<file path="config.mk">
export PLATFORM = sky130hd
export DESIGN_NAME = con_fsm_flat
export DESIGN_NICKNAME = d
export VERILOG_FILES = /design/src/rtl/con_fsm_if.sv /design/src/rtl/con_fsm.sv /design/src/flat_wrapper.sv
export SDC_FILE = /design/constraint.sdc
export NUM_CORES = 1
export LEC_CHECK = 0
export BUFFER_PORTS_ARGS = -buffer_cell sky130_fd_sc_hd__clkbuf_2
export CAP_MARGIN = 20
export CORE_MARGIN = 4
export CORE_UTILIZATION = 30
export DETAILED_ROUTE_END_ITERATION = 10
export PLACE_DENSITY = 0.63
export SYNTH_ARGS = -nofsm -noshare
export SYNTH_HDL_FRONTEND = slang
export SYNTH_SLANG_ARGS = --single-unit
</file>
<file path="constraint.sdc">
create_clock -name clk -period 1.6 [get_ports clk]
set_input_delay 0.08 -clock clk [delete_from_list [all_inputs] [get_ports clk]]
set_output_delay 0.08 -clock clk [all_outputs]
set_load 0.05 [all_outputs]
</file>
<file path="src/rtl/con_fsm_if.sv">
// Control bundle between the con_fsm sequencer (master) and the datapath/IO (slave).
// io_err exists only when IO_TIMEOUT_EN is defined.
interface con_fsm_if #(
  parameter int unsigned IR_W   = 8,
  parameter int unsigned REG_AW = 2
);
  logic              start;
  logic [IR_W-1:0]   ir;
  logic              z;
  logic              c;
  logic              in_valid;
  logic              in_ready;
  logic              out_valid;
  logic              out_ready;
  logic              pc_ld;
  logic              pc_inc;
  logic              ir_ld;
  logic              reg_we;
  logic [REG_AW-1:0] reg_ra;
  logic [REG_AW-1:0] reg_wa;
  logic [1:0]        madd;
  logic              ram_xl;
  logic              ram_dl;
  logic              alu_m;
  logic [3:0]        alu_s;
  logic              cf_en;
  logic              zf_en;
  logic              shi_fbus;
  logic              shi_flbus;
  logic              shi_frbus;
  logic              busy;
  logic              halted;
`ifdef IO_TIMEOUT_EN
  logic              io_err;
`endif

  modport master (
    input  start, ir, z, c, in_valid, out_ready,
    output
`ifdef IO_TIMEOUT_EN
           io_err,
`endif
           in_ready, out_valid, pc_ld, pc_inc, ir_ld, reg_we, reg_ra, reg_wa, madd,
           ram_xl, ram_dl, alu_m, alu_s, cf_en, zf_en, shi_fbus, shi_flbus, shi_frbus,
           busy, halted
  );

  modport slave (
    output start, ir, z, c, in_valid, out_ready,
    input
`ifdef IO_TIMEOUT_EN
           io_err,
`endif
           in_ready, out_valid, pc_ld, pc_inc, ir_ld, reg_we, reg_ra, reg_wa, madd,
           ram_xl, ram_dl, alu_m, alu_s, cf_en, zf_en, shi_fbus, shi_flbus, shi_frbus,
           busy, halted
  );
endinterface

</file>
<file path="src/rtl/con_fsm.sv">
// Multi-cycle control sequencer: FETCH/EXEC/IO-wait/HALT with opcode decode from IR.
// Define IO_TIMEOUT_EN to abort IO waits after IO_TO cycles and raise a sticky io_err.
module con_fsm #(
  parameter int unsigned IR_W   = 8,
  parameter int unsigned REG_AW = 2,
  parameter int unsigned IO_TO  = 255
) (
  input  logic       clk,
  input  logic       rst,
  con_fsm_if.master  bus
);

  localparam logic [3:0] OpMova = 4'h1;
  localparam logic [3:0] OpMovb = 4'h2;
  localparam logic [3:0] OpMovc = 4'h3;
  localparam logic [3:0] OpAdd  = 4'h4;
  localparam logic [3:0] OpSub  = 4'h5;
  localparam logic [3:0] OpAnd  = 4'h6;
  localparam logic [3:0] OpNot  = 4'h7;
  localparam logic [3:0] OpRsr  = 4'h8;
  localparam logic [3:0] OpRsl  = 4'h9;
  localparam logic [3:0] OpJmp  = 4'hA;
  localparam logic [3:0] OpJz   = 4'hB;
  localparam logic [3:0] OpJc   = 4'hC;
  localparam logic [3:0] OpIn   = 4'hD;
  localparam logic [3:0] OpOut  = 4'hE;
  localparam logic [3:0] OpHalt = 4'hF;

  // IO wait is split by direction so the handshake side is fixed at EXEC time.
  typedef enum logic [2:0] {StIdle, StFetch, StExec, StInWait, StOutWait, StHalt} state_e;

  state_e            state_q, state_d;
  logic [3:0]        op;
  logic [REG_AW-1:0] rd, rs;
  logic              taken;
  logic              hs;
  logic              tmo;

  assign op    = bus.ir[IR_W-1 -: 4];
  assign rd    = bus.ir[2*REG_AW-1 -: REG_AW];
  assign rs    = bus.ir[REG_AW-1:0];
  assign taken = (op == OpJmp) || ((op == OpJz) && bus.z) || ((op == OpJc) && bus.c);

`ifdef IO_TIMEOUT_EN
  localparam int unsigned CntW = $clog2(IO_TO + 1);

  logic [CntW-1:0] cnt_q;
  logic            io_err_q;
  logic            io_wait;

  assign io_wait    = (state_q == StInWait) || (state_q == StOutWait);
  // cnt_q holds the IOWAIT cycles already spent, so this is the IO_TO-th wait cycle.
  assign tmo        = (cnt_q == CntW'(IO_TO - 1));
  assign bus.io_err = io_err_q;
`else
  assign tmo = 1'b0;
`endif

  always_ff @(posedge clk) begin
    if (rst) begin
      state_q  <= StIdle;
`ifdef IO_TIMEOUT_EN
      cnt_q    <= '0;
      io_err_q <= 1'b0;
`endif
    end else begin
      state_q  <= state_d;
`ifdef IO_TIMEOUT_EN
      cnt_q    <= io_wait ? cnt_q + 1'b1 : '0;
      if (io_wait && !hs && tmo) io_err_q <= 1'b1;
`endif
    end
  end

  always_comb begin
    state_d       = state_q;
    hs            = 1'b0;
    bus.in_ready  = 1'b0;
    bus.out_valid = 1'b0;
    bus.pc_ld     = 1'b0;
    bus.pc_inc    = 1'b0;
    bus.ir_ld     = 1'b0;
    bus.reg_we    = 1'b0;
    bus.reg_ra    = '0;
    bus.reg_wa    = '0;
    bus.madd      = 2'b00;
    bus.ram_xl    = 1'b0;
    bus.ram_dl    = 1'b0;
    bus.alu_m     = 1'b0;
    bus.alu_s     = 4'h0;
    bus.cf_en     = 1'b0;
    bus.zf_en     = 1'b0;
    bus.shi_fbus  = 1'b0;
    bus.shi_flbus = 1'b0;
    bus.shi_frbus = 1'b0;
    bus.busy      = 1'b0;
    bus.halted    = 1'b0;

    case (state_q)
      StIdle: begin
        if (bus.start) state_d = StFetch;
      end
      StFetch: begin
        bus.ram_dl = 1'b1;
        bus.ir_ld  = 1'b1;
        bus.pc_inc = 1'b1;
        bus.busy   = 1'b1;
        state_d    = StExec;
      end
      StExec: begin
        bus.busy   = 1'b1;
        bus.reg_ra = rs;
        bus.reg_wa = rd;
        bus.alu_s  = op;
        state_d    = StFetch;
        case (op)
          OpMova: begin
            bus.shi_fbus = 1'b1;
            bus.reg_we   = 1'b1;
          end
          OpMovb: begin
            bus.madd     = 2'b10;
            bus.ram_xl   = 1'b1;
            bus.shi_fbus = 1'b1;
          end
          OpMovc: begin
            bus.madd   = 2'b01;
            bus.ram_dl = 1'b1;
            bus.reg_we = 1'b1;
          end
          OpAdd, OpSub: begin
            bus.alu_m    = 1'b1;
            bus.shi_fbus = 1'b1;
            bus.reg_we   = 1'b1;
            bus.cf_en    = 1'b1;
            bus.zf_en    = 1'b1;
          end
          OpAnd, OpNot: begin
            bus.alu_m    = 1'b1;
            bus.shi_fbus = 1'b1;
            bus.reg_we   = 1'b1;
          end
          OpRsr, OpRsl: begin
            bus.alu_m     = 1'b1;
            bus.shi_frbus = (op == OpRsr);
            bus.shi_flbus = (op == OpRsl);
            bus.reg_we    = 1'b1;
            bus.cf_en     = 1'b1;
          end
          // Taken: read the target byte at PC into PC; not taken: step over it.
          OpJmp, OpJz, OpJc: begin
            bus.ram_dl = taken;
            bus.pc_ld  = taken;
            bus.pc_inc = !taken;
          end
          OpIn:    state_d = StInWait;
          OpOut:   state_d = StOutWait;
          OpHalt:  state_d = StHalt;
          default: ;
        endcase
      end
      StInWait: begin
        bus.busy     = 1'b1;
        bus.in_ready = 1'b1;
        bus.reg_wa   = rd;
        hs           = bus.in_valid;
        bus.reg_we   = hs;
        if (hs || tmo) state_d = StFetch;
      end
      StOutWait: begin
        bus.busy      = 1'b1;
        bus.out_valid = 1'b1;
        bus.alu_m     = 1'b1;
        bus.shi_fbus  = 1'b1;
        bus.reg_ra    = rs;
        hs            = bus.out_ready;
        if (hs || tmo) state_d = StFetch;
      end
      StHalt: begin
        bus.halted = 1'b1;
        if (bus.start) state_d = StFetch;
      end
      default: state_d = StIdle;
    endcase
  end

endmodule

</file>
<file path="src/flat_wrapper.sv">
// flat-port wrapper written by rule: the top's interface ports become plain ports
module con_fsm_flat 
#(
  parameter int unsigned IR_W   = 8,
  parameter int unsigned REG_AW = 2,
  parameter int unsigned IO_TO  = 255
)
  (clk, rst, bus_start, bus_ir, bus_z, bus_c, bus_in_valid, bus_out_ready, bus_in_ready, bus_out_valid, bus_pc_ld, bus_pc_inc, bus_ir_ld, bus_reg_we, bus_reg_ra, bus_reg_wa, bus_madd, bus_ram_xl, bus_ram_dl, bus_alu_m, bus_alu_s, bus_cf_en, bus_zf_en, bus_shi_fbus, bus_shi_flbus, bus_shi_frbus, bus_busy, bus_halted);
  con_fsm_if #(.IR_W(IR_W), .REG_AW(REG_AW)) bus_i ();
  input  logic clk;
  input  logic rst;
  input wire logic [$bits(bus_i.start)-1:0] bus_start;
  input wire logic [$bits(bus_i.ir)-1:0] bus_ir;
  input wire logic [$bits(bus_i.z)-1:0] bus_z;
  input wire logic [$bits(bus_i.c)-1:0] bus_c;
  input wire logic [$bits(bus_i.in_valid)-1:0] bus_in_valid;
  input wire logic [$bits(bus_i.out_ready)-1:0] bus_out_ready;
  output wire logic [$bits(bus_i.in_ready)-1:0] bus_in_ready;
  output wire logic [$bits(bus_i.out_valid)-1:0] bus_out_valid;
  output wire logic [$bits(bus_i.pc_ld)-1:0] bus_pc_ld;
  output wire logic [$bits(bus_i.pc_inc)-1:0] bus_pc_inc;
  output wire logic [$bits(bus_i.ir_ld)-1:0] bus_ir_ld;
  output wire logic [$bits(bus_i.reg_we)-1:0] bus_reg_we;
  output wire logic [$bits(bus_i.reg_ra)-1:0] bus_reg_ra;
  output wire logic [$bits(bus_i.reg_wa)-1:0] bus_reg_wa;
  output wire logic [$bits(bus_i.madd)-1:0] bus_madd;
  output wire logic [$bits(bus_i.ram_xl)-1:0] bus_ram_xl;
  output wire logic [$bits(bus_i.ram_dl)-1:0] bus_ram_dl;
  output wire logic [$bits(bus_i.alu_m)-1:0] bus_alu_m;
  output wire logic [$bits(bus_i.alu_s)-1:0] bus_alu_s;
  output wire logic [$bits(bus_i.cf_en)-1:0] bus_cf_en;
  output wire logic [$bits(bus_i.zf_en)-1:0] bus_zf_en;
  output wire logic [$bits(bus_i.shi_fbus)-1:0] bus_shi_fbus;
  output wire logic [$bits(bus_i.shi_flbus)-1:0] bus_shi_flbus;
  output wire logic [$bits(bus_i.shi_frbus)-1:0] bus_shi_frbus;
  output wire logic [$bits(bus_i.busy)-1:0] bus_busy;
  output wire logic [$bits(bus_i.halted)-1:0] bus_halted;
  assign bus_i.start = bus_start;
  assign bus_i.ir = bus_ir;
  assign bus_i.z = bus_z;
  assign bus_i.c = bus_c;
  assign bus_i.in_valid = bus_in_valid;
  assign bus_i.out_ready = bus_out_ready;
  assign bus_in_ready = bus_i.in_ready;
  assign bus_out_valid = bus_i.out_valid;
  assign bus_pc_ld = bus_i.pc_ld;
  assign bus_pc_inc = bus_i.pc_inc;
  assign bus_ir_ld = bus_i.ir_ld;
  assign bus_reg_we = bus_i.reg_we;
  assign bus_reg_ra = bus_i.reg_ra;
  assign bus_reg_wa = bus_i.reg_wa;
  assign bus_madd = bus_i.madd;
  assign bus_ram_xl = bus_i.ram_xl;
  assign bus_ram_dl = bus_i.ram_dl;
  assign bus_alu_m = bus_i.alu_m;
  assign bus_alu_s = bus_i.alu_s;
  assign bus_cf_en = bus_i.cf_en;
  assign bus_zf_en = bus_i.zf_en;
  assign bus_shi_fbus = bus_i.shi_fbus;
  assign bus_shi_flbus = bus_i.shi_flbus;
  assign bus_shi_frbus = bus_i.shi_frbus;
  assign bus_busy = bus_i.busy;
  assign bus_halted = bus_i.halted;
  con_fsm #(.IR_W(IR_W), .REG_AW(REG_AW), .IO_TO(IO_TO)) u_core (.clk(clk), .rst(rst), .bus(bus_i));
endmodule
</file>
==> impl_metrics.tcl <==
set metrics [dict create \
    status "finished, final reports clean" \
    finalSetupTns_ps 0 \
    ys.flop_type "dfxtp_1" \
    worst-setup-path-type "reg -> out" \
    die_w_um 52.7 \
    clock_latency_ps 240 \
    maxCapViolCount 0 \
    cts.sinks 3 \
    synthArstFlopShare 0 \
    portBuffers 40 \
    io_pins 41 \
    num_rows 15 \
    ir_drop_v 0.000791 \
    grt_pass1_vias 789 \
    start_util 0.333 \
    post-route-period-util 0.988 \
    synthCells 81 \
    rsz0062_at_grt "true" \
    cellLeakagePower_nw 0.472 \
    tightest_slew_ps 339 \
    antenna_found_initial 0 \
    fin_crit_ps 1580 \
    synth_area_leaders "dfxtp_1 10%, and2_1 8.4%, nor2_1 5.0%, nand2b_1 4.2%, nor4_1 4.2%" \
    yosysUniqueCellTypes 41 \
    synth.cell_area_um2 599 \
    die-area_mm2 0.00278 \
    vias 783 \
    antennaDiodeCount 0 \
    clock-root-buffer "clkbuf_4" \
    synth_edf_count 0 \
    numCtsBuffers 3 \
    final_cells 150 \
    dp_hpwl_mm 1.44 \
    hold_violations 0 \
    critPathMaxFanout 6 \
    reg_top3 "u_core.state_q x3" \
    largest_register_ffs 3 \
    clock_path_buffers 2 \
    powerDensity_mw_per_mm2 982 \
    place_area_um2 905 \
    ys_seq_elements 3 \
    postSynthAreaPerCell_um2 7.40 \
    cts_hold_buf 0 \
    required_ps 1520 \
    grt_max_degree 14 \
    die_h_um 52.7 \
    grt_pass1_wl_mm 3.26 \
    drtPass1Iterations 4 \
    vias_per_cell 5.22 \
    cts_tree "done" \
    dp_cells 146 \
    gr-total-overflow 0 \
    clk_pin_slew_ps 30 \
    finalPower_w 0.000995 \
    layout-drive-gt1-share 0.600 \
    wire_per_inst_um 12.9 \
    final_area_mm2 0.00101 \
    drt_iter0_drc 8 \
    fillers 184 \
    area_delta_synth_final_pct 69.1 \
    whs_ps 47.2 \
    h-tree-depth 1 \
    setup_viol 0 \
    core_mm2 0.00180 \
    grt_usage 0.152 \
    top_register "u_core.state_q" \
    drc 0 \
    hp-class "in -> reg" \
    slew_headroom 0.771 \
    synth_common_cells "8 x and2_1, 8 x nor2_1" \
    fin_skew_ps 7.73 \
    final_antenna_net_count 0 \
    ys_seq_area_frac 0.100 \
    netlist.area_leader.share 0.100 \
    cp.arrival_ps 1500 \
    wirelength_mm 1.93 \
    synth_area_leader_cell "dfxtp_1" \
    yosys_warnings 0 \
    worst_setup_path_end_kind "primary output" \
    gp_congestion 0.845 \
    final_max_slew_viol_count 0 \
    synth_nets 96 \
    fmax_ghz 0.633 \
    nets 141 \
    cts_setup_buffers 0 \
    start_kind "flip-flop" \
]
-- metal layers --
layer,vias up,track usage,share of wire
li1,385,-,-
met1,358,0.173,0.43
met2,40,0.262,0.48
met3,0,0.0228,0.092
met4,0,0.0936,0
met5,-,0,0
-- critical path, stage by stage, from the launching register on --
cell and delay [ps]:
dfxtp_4 350, buf_4 140, or3b_4 420, o211ai_1 120
clkbuf_8 230
-- where the power goes --
part	internal, W	switching (W)
clock network	0.0000936	0.0000429
logic	0.000253	0.000475
registers	0.0000954	0.0000352
-- placed cells by master (no fill, tap or decap), types with 2 or more instances in the layout --
cell type  instances
nand2b_1           4
nand2_1            3
nor2_1             6
nor2_2             2
clkbuf_2          29
a211oi_1           2
buf_4              9
nor4_1             2
dfxtp_4            2
clkbuf_4           6
clkbuf_8           6
or2b_1             2
inv_1              2
o211ai_1           2
nor4_4             2
and2_1             8
nor3b_1            2
-- through the flow --
stage,setup WS (ps),utilization
2_1_floorplan,-225,-
6_report,19.8,0.563
4_1_cts,24.8,0.556
3_3_place_gp,110,0.502
5_1_grt,-54.2,0.563
3_5_place_dp,92.0,0.502
-- repair_timing --
action / 4_1_cts / 5_1_grt
pin swaps: 1 / 2
endpoints found under the setup margin: 12 / 16
endpoints found under the hold margin: 0 / 0
gates resized for setup: 19 / 8
-- kinds of logic (layout without fill, tap and decap cells) --
family / count (synthesis) / count (layout) / share of synthesized area
and+or+nand+nor: 48 / 48 / 0.530
AOI/OAI and AO/OA: 17 / 17 / 0.217
buffers and inverters: 11 / 55 / 0.123
DFF: 3 / 3 / 0.100
xor gates and xnor gates: 2 / 2 / 0.0292
-- cell type report --
class / count / area, um^2 / share of cell area
multi-input combinational: 67 / 551 / 0.543
timing repair buffer: 48 / 323 / 0.319
sequential: 3 / 68.8 / 0.0679
tap: 25 / 31.3 / 0.0309
clock buffer: 4 / 26.3 / 0.0259
inverter: 3 / 13.8 / 0.0136
-- worst paths after layout --
kind                     start  slack, ps  depth (start not counted)                end
max          u_core.state_q[1]         20                          4         bus_ram_dl
min                        rst         50                          2  u_core.state_q[1]
max reg2reg  u_core.state_q[0]        250                          4  u_core.state_q[1]
min reg2reg  u_core.state_q[2]        620                          3  u_core.state_q[0]
Note: power is estimated with default switching activity, not from simulation.
